`config.mk`:
```
export PLATFORM = sky130hd
export DESIGN_NAME = pixel_state_ctrl_flat
export DESIGN_NICKNAME = d
export VERILOG_FILES = /design/src/rtl/pixel_state_ctrl_if.sv /design/src/rtl/pixel_state_ctrl.sv /design/src/flat_wrapper.sv
export SDC_FILE = /design/constraint.sdc
export NUM_CORES = 1
export LEC_CHECK = 0
export ABC_AREA = 1
export BUFFER_PORTS_ARGS = -buffer_cell sky130_fd_sc_hd__buf_4
export CAP_MARGIN = 20
export CORE_ASPECT_RATIO = 1.2
export CORE_MARGIN = 4
export CORE_UTILIZATION = 55
export CTS_CLUSTER_DIAMETER = 200
export DETAILED_ROUTE_END_ITERATION = 10
export GPL_TIMING_DRIVEN = 0
export PLACE_DENSITY = 0.83
export SLEW_MARGIN = 0
export SYNTH_ARGS = -nofsm -noshare
export SYNTH_HDL_FRONTEND = slang
export SYNTH_SLANG_ARGS = --single-unit
export TNS_END_PERCENT = 1
```
`constraint.sdc`:
```
create_clock -name CLK -period 3.25 [get_ports CLK]
set_input_delay 0.325 -clock CLK [delete_from_list [all_inputs] [get_ports CLK]]
set_output_delay 0.325 -clock CLK [all_outputs]
set_load 0.01 [all_outputs]
```
`src/rtl/pixel_state_ctrl_if.sv`:
```
// Row-readout handshake between the pixel sequencer (master) and the downstream consumer (slave).
interface pixel_state_ctrl_if #(
   parameter int unsigned W = 4
);
   logic [W*8-1:0] PIX_DATA;
   logic [7:0]     PIX_ROW;
   logic           PIX_VALID;
   logic           PIX_READY;

   modport master (output PIX_DATA, output PIX_ROW, output PIX_VALID, input PIX_READY);
   modport slave  (input PIX_DATA, input PIX_ROW, input PIX_VALID, output PIX_READY);
endinterface

```
`src/rtl/pixel_state_ctrl.sv`:
```
// Frame sequencer for a W x H pixel array: erase, expose, Gray-counted ramp conversion,
// then row-by-row readout with valid/ready backpressure.
module pixel_state_ctrl #(
   parameter int unsigned W          = 4,
   parameter int unsigned H          = 4,
   parameter int unsigned ERASE_CYC  = 5,
   parameter int unsigned EXPOSE_CYC = 255
) (
   input  logic                CLK,
   input  logic                RESETN,
   input  logic                START,
   output logic                ERASE,
   output logic                EXPOSE,
   output logic                CONVERT,
   output logic                CNT_OE,
   output logic [7:0]          CNT_VAL,
   output logic [H-1:0]        READBUS,
   input  logic [W*8-1:0]      DATA_IN,
   pixel_state_ctrl_if.master  pix,
   output logic                BUSY,
   output logic                FRAME_DONE
);

   typedef enum logic [2:0] {
      IDLE, ERASE_S, EXPOSE_S, CONV_S, RD_DRV, RD_CAP, DONE_S
   } state_t;

   state_t         state, state_nxt;
   logic [31:0]    cnt;
   logic [7:0]     b_nxt;
   logic [7:0]     row;
   logic [7:0]     cnt_val_q;
   logic [W*8-1:0] pix_data_q;
   logic [7:0]     pix_row_q;
   logic           pix_valid_q;
   logic           handshake;
   logic           last_row;

   assign handshake = pix_valid_q & pix.PIX_READY;
   assign last_row  = (row == 8'(H - 1));
   assign b_nxt     = cnt[7:0] + 8'd1;

   always_ff @(posedge CLK or negedge RESETN) begin
      if (!RESETN) state <= IDLE;
      else         state <= state_nxt;
   end

   always_comb begin
      state_nxt  = state;
      ERASE      = 1'b0;
      EXPOSE     = 1'b0;
      CONVERT    = 1'b0;
      CNT_OE     = 1'b0;
      READBUS    = '0;
      BUSY       = 1'b1;
      FRAME_DONE = 1'b0;
      case (state)
         IDLE: begin
            BUSY = 1'b0;
            if (START) state_nxt = ERASE_S;
         end
         ERASE_S: begin
            ERASE = 1'b1;
            if (cnt == ERASE_CYC - 1) state_nxt = EXPOSE_S;
         end
         EXPOSE_S: begin
            EXPOSE = 1'b1;
            if (cnt == EXPOSE_CYC - 1) state_nxt = CONV_S;
         end
         CONV_S: begin
            CONVERT = 1'b1;
            CNT_OE  = 1'b1;
            if (cnt == 32'd255) state_nxt = RD_DRV;
         end
         RD_DRV: begin
            READBUS   = H'(1) << row;
            state_nxt = RD_CAP;
         end
         RD_CAP: begin
            if (handshake) state_nxt = last_row ? DONE_S : RD_DRV;
         end
         DONE_S: begin
            FRAME_DONE = 1'b1;
            state_nxt  = IDLE;
         end
         default: state_nxt = IDLE;
      endcase
   end

   // cnt restarts on every state change, so inside a timed phase it equals the
   // cycle offset; CNT_VAL is loaded with gray(b+1) so it stays aligned with b.
   always_ff @(posedge CLK or negedge RESETN) begin
      if (!RESETN) begin
         cnt         <= '0;
         row         <= '0;
         cnt_val_q   <= '0;
         pix_data_q  <= '0;
         pix_row_q   <= '0;
         pix_valid_q <= 1'b0;
      end else begin
         if (state_nxt != state)
            cnt <= '0;
         else if (state == ERASE_S || state == EXPOSE_S || state == CONV_S)
            cnt <= cnt + 32'd1;

         if (state == CONV_S && state_nxt == CONV_S)
            cnt_val_q <= b_nxt ^ (b_nxt >> 1);
         else
            cnt_val_q <= '0;

         if (state == IDLE)
            row <= '0;
         else if (state == RD_CAP && handshake && !last_row)
            row <= row + 8'd1;

         if (state == RD_DRV) begin
            pix_data_q  <= DATA_IN;
            pix_row_q   <= row;
            pix_valid_q <= 1'b1;
         end else if (handshake) begin
            pix_valid_q <= 1'b0;
         end
      end
   end

   assign CNT_VAL       = cnt_val_q;
   assign pix.PIX_DATA  = pix_data_q;
   assign pix.PIX_ROW   = pix_row_q;
   assign pix.PIX_VALID = pix_valid_q;

endmodule

```
`src/flat_wrapper.sv`:
```
// flat-port wrapper written by rule: the top's interface ports become plain ports
module pixel_state_ctrl_flat 
#(
   parameter int unsigned W          = 4,
   parameter int unsigned H          = 4,
   parameter int unsigned ERASE_CYC  = 5,
   parameter int unsigned EXPOSE_CYC = 255
)
  (CLK, RESETN, START, ERASE, EXPOSE, CONVERT, CNT_OE, CNT_VAL, READBUS, DATA_IN, BUSY, FRAME_DONE, pix_PIX_DATA, pix_PIX_ROW, pix_PIX_VALID, pix_PIX_READY);
  pixel_state_ctrl_if #(.W(W)) pix_i ();
  input  logic CLK;
  input  logic RESETN;
  input  logic START;
  output logic ERASE;
  output logic EXPOSE;
  output logic CONVERT;
  output logic CNT_OE;
  output logic [7:0] CNT_VAL;
  output logic [H-1:0] READBUS;
  input  logic [W*8-1:0] DATA_IN;
  output logic BUSY;
  output logic FRAME_DONE;
  output wire logic [$bits(pix_i.PIX_DATA)-1:0] pix_PIX_DATA;
  output wire logic [$bits(pix_i.PIX_ROW)-1:0] pix_PIX_ROW;
  output wire logic [$bits(pix_i.PIX_VALID)-1:0] pix_PIX_VALID;
  input wire logic [$bits(pix_i.PIX_READY)-1:0] pix_PIX_READY;
  assign pix_PIX_DATA = pix_i.PIX_DATA;
  assign pix_PIX_ROW = pix_i.PIX_ROW;
  assign pix_PIX_VALID = pix_i.PIX_VALID;
  assign pix_i.PIX_READY = pix_PIX_READY;
  pixel_state_ctrl #(.W(W), .H(H), .ERASE_CYC(ERASE_CYC), .EXPOSE_CYC(EXPOSE_CYC)) u_core (.CLK(CLK), .RESETN(RESETN), .START(START), .ERASE(ERASE), .EXPOSE(EXPOSE), .CONVERT(CONVERT), .CNT_OE(CNT_OE), .CNT_VAL(CNT_VAL), .READBUS(READBUS), .DATA_IN(DATA_IN), .pix(pix_i), .BUSY(BUSY), .FRAME_DONE(FRAME_DONE));
endmodule
```
==> impl_summary.txt <==
----------------------------------------------------
[GRT]
  GRT Overall Usage ... 0.2232
  GR Overflow Total ... 0
  Via count of the first global-routing pass ... 3,811
  Pin count of the biggest net entering global routing ... 93
  Number of antenna violations at the first check in global routing ... 0
  First-pass GRT wire length ... 17,720 um

[Synthesis]
  Mapped Area ... 4612 um^2
  Number of instances in the synthesized netlist ... 568
  Top-area cell type share of the netlist area ... 0.4992
  Synth Register Bits ... 92
  Largest cells by area after synthesis ... sky130_fd_sc_hd__dfrtp_1 (50%), sky130_fd_sc_hd__nand2_1 (14%), sky130_fd_sc_hd__nor2_1 (5.5%), sky130_fd_sc_hd__xor2_1 (4.4%), sky130_fd_sc_hd__nor2_2 (4.3%)
  Post-synth top cells ... sky130_fd_sc_hd__nand2_1 (177), sky130_fd_sc_hd__dfrtp_1 (92), sky130_fd_sc_hd__nor2_1 (68)
  Most frequent cell after synthesis ... sky130_fd_sc_hd__nand2_1
  Number of synthesized flops with an enable pin ... 0
  Synth area leader ... sky130_fd_sc_hd__dfrtp_1
  Share of flip-flops with an asynchronous set or reset after synthesis ... 1.000
  Synthesized netlist net count ... 608
  Seq/Total Area, Yosys ... 0.4992
  Post-synth cell types ... 30
  Main synth FF type ... sky130_fd_sc_hd__dfrtp_1
  Number of synthesis warnings ... 0
  Synthesized area per cell ... 8.120 um^2

[STA]
  Smallest setup slack after layout ... 1.014 ns
  Clock tree skew after final layout ... 0.01459 ns
  Max Slew Vio Count ... 0
  Worst-margin pin slew ... 0.6011 ns
  Crit share post-route ... 0.6881
  Final number of hold-violating endpoints ... 0
  Normalized max-slew margin ... 0.5978
  Sum Neg Setup Slack ... 0 ns
  Minimum clock period after layout ... 2.236 ns
  Fmax ... 447.2 MHz
  Setup repair after global routing missed its margin ... false
  Number of setup violations in the final report ... 0

[Critical path]
  Cell breakdown of the critical path ... nor2_1, nand2_1, clkbuf_1, nor2_1, nand2_1, nor2_1, buf_4
  CP max stage delay ... 0.44 ns
  Largest fanout of any net on the critical path ... 10
  Buffer and inverter count on the worst path ... 2
  Critical R2R Launch ... u_core.state[2]
  Kind of start point of the critical path ... flop
  CP delay by family, top ... simple AND/OR/NAND/NOR gates
  Critical path arrival ... 1.91 ns
  Type of the setup path with the least slack ... flop to output port
  CP Launch Point ... u_core.state[1]
  Slowest CP cell ... sky130_fd_sc_hd__dfrtp_1
  Data required time at the worst endpoint ... 2.92 ns
  Dominant cell type by count on the critical path ... sky130_fd_sc_hd__nor2_1
  Element type at the critical path end ... output port

[Place]
  Gpl congestion ... 0.8757
  Buffers on Ports ... 94
  Total half-perimeter wirelength after legalization and detailed placement ... 8063 um
  Placed cell area ... 5460 um^2
  Place WS ... 1.200 ns

[Clock network]
  Buffer levels on the longest clock path ... 2
  Total of cells resized after clock tree synthesis ... 0
  CTS Hold Bufs ... 0
  CTS H-tree lvls ... 3
  Clock tree from TritonCTS ... built
  Clk sink count ... 92
  Clock insertion delay at the later pin of the skew report ... 0.36 ns
  CTS Root Cell ... sky130_fd_sc_hd__clkbuf_8
  Total setup buffers inserted after CTS ... 0
  Register clock-pin slew on the reported worst setup and hold paths ... 0.09 ns
  CTS Buf Count ... 9

[Die]
  Die height ... 108.3 um
  Std-Cell Core Area ... 8153 um^2
  Die outline width ... 91.59 um
  Die outline area ... 9920 um^2
  Effective utilization at floorplan ... 0.5657
  Count of pins on the block boundary ... 95
  # rows ... 36

[Power]
  Overall power after layout ... 1.902 mW
  Clock network fraction of design power ... 0.368
  Peak VDD IR ... 191.1 uV
  Power density relative to cell area ... 335.1 nW/um^2
  Switch share ... 0.2239
  Leak pwr ... 2.713 nW
  Combinational fraction of design power ... 0.031
  Switching power of the nets ... 425.9 uW
  Total internal power ... 1.476 mW
  Flop pwr share ... 0.601

[Cells and area]
  Synth-to-Final Area Change ... 23.06%
  Area taken by multi-input logic gates ... 2022 um^2
  Fillers ... 641
  Ratio of cells with drive above 1 in the final layout ... 0.2368
  Diodes inserted ... 0
  Final #Nets ... 715
  Storage element area ... 2302 um^2
  Post-route cell area ... 5675 um^2

[Detailed routing]
  Routed wirelength normalized by instance count ... 13.29 um
  Final WL ... 10,560 um
  Iter 0 DRT Violations ... 236
  Number of nets with antenna violations after detailed routing ... 0
  Number of remaining DRC errors ... 0
  Avg Vias per Cell ... 4.999
  Total via count in the routed design ... 3,969
  First-pass DRT Iterations ... 5

[Hold path]
  Min-Delay Path Class ... input port to flop
  Origin of the worst min-delay path ... DATA_IN[3]

[Run]
  Max-cap violations ... 0

[Status]
  Result of the run ... finished, final reports clean

----------------------------------------------------
layout by cell type, fill, tap and decap left out, types with 6 or more instances in the layout:
master                       n
sky130_fd_sc_hd__xnor2_1    10
sky130_fd_sc_hd__inv_1      53
sky130_fd_sc_hd__buf_4      95
sky130_fd_sc_hd__nand3_1    21
sky130_fd_sc_hd__dfrtp_1    92
sky130_fd_sc_hd__nand2_1   177
sky130_fd_sc_hd__a21oi_1     6
sky130_fd_sc_hd__o21ai_0    23
sky130_fd_sc_hd__nand4_1    11
sky130_fd_sc_hd__nor2_2     32
sky130_fd_sc_hd__xor2_1     23
sky130_fd_sc_hd__nor3_1     13
sky130_fd_sc_hd__nor2_1     68
sky130_fd_sc_hd__clkbuf_1   10
sky130_fd_sc_hd__clkbuf_8   10
layer usage:
layer	up-vias	track usage	share of wire
li1	1977	-	-
met1	1852	0.2786	0.42
met2	124	0.3849	0.50
met3	16	0.03688	0.061
met4	0	0.09375	0.020
met5	-	0	0
through the flow:
stage	hold slack, ns	util	std cells
3_5_place_dp	0.4657	0.6697	776
2_1_floorplan	0.02941	-	568
6_report	0.1531	0.6961	794
3_3_place_gp	0.4623	0.6697	776
4_1_cts	0.1372	0.6915	792
5_1_grt	0.1520	0.6961	794
area by class of cell:
class	instances	area share
Sequential cell	92	0.4056
Multi-Input combinational cell	407	0.3563
Timing Repair Buffer	96	0.1310
Inverter	54	0.03571
Tap cell	114	0.02513
Clock buffer	11	0.02491
Buffer	15	0.01499
Clock inverter	5	0.006393
final timing paths:
check                                     endpoint  slack, ns  cells after the start
setup / recovery                        READBUS[2]       1.01                      7
hold / removal              u_core.pix.PIX_DATA[3]       0.15                      3
setup reg to reg                    u_core.cnt[16]       1.21                      8
hold reg to reg             u_core.pix.PIX_DATA[3]       0.48                      2
max in group asynchronous           u_core.cnt[21]       2.24                      3
min in group asynchronous  u_core.pix.PIX_DATA[15]       0.37                      2
registers in the layout, indices dropped and copies added, names as in the netlist:
name,cells
u_core.CNT_VAL,8
u_core.cnt,32
u_core.pix.PIX_DATA,32
u_core.pix.PIX_ROW,8
u_core.pix.PIX_VALID,1
u_core.row,8
u_core.state,3
worst reg2reg max path, delay by kind of cell (launching register included):
family,cells,cell delay [ns]
buf+inv,2,0.35
flops,1,0.46
simple gates,6,1.17
cell families (layout without fill, tap and decap cells):
family          after synthesis  after routing  synth area share
compound gates               31             31           0.03473
xor+xnor                     33             33           0.06267
buf+inv                      69            181           0.06240
flops                        92             92            0.4992
fa+ha+maj                     4              4           0.01085
simple gates                339            339            0.3302
power by group through the flow:
stage	Clock [mW]	Combinational, mW	Sequential [mW]
after global placement	0	0.0540	1.17
after global routing	0.763	0.0663	1.14
after floorplan	0	0.0000144	1.17
after detailed placement	0	0.0547	1.17
final	0.700	0.0584	1.14
after CTS	0.718	0.0551	1.14
No activity file was read; power rests on OpenSTA's default activity.
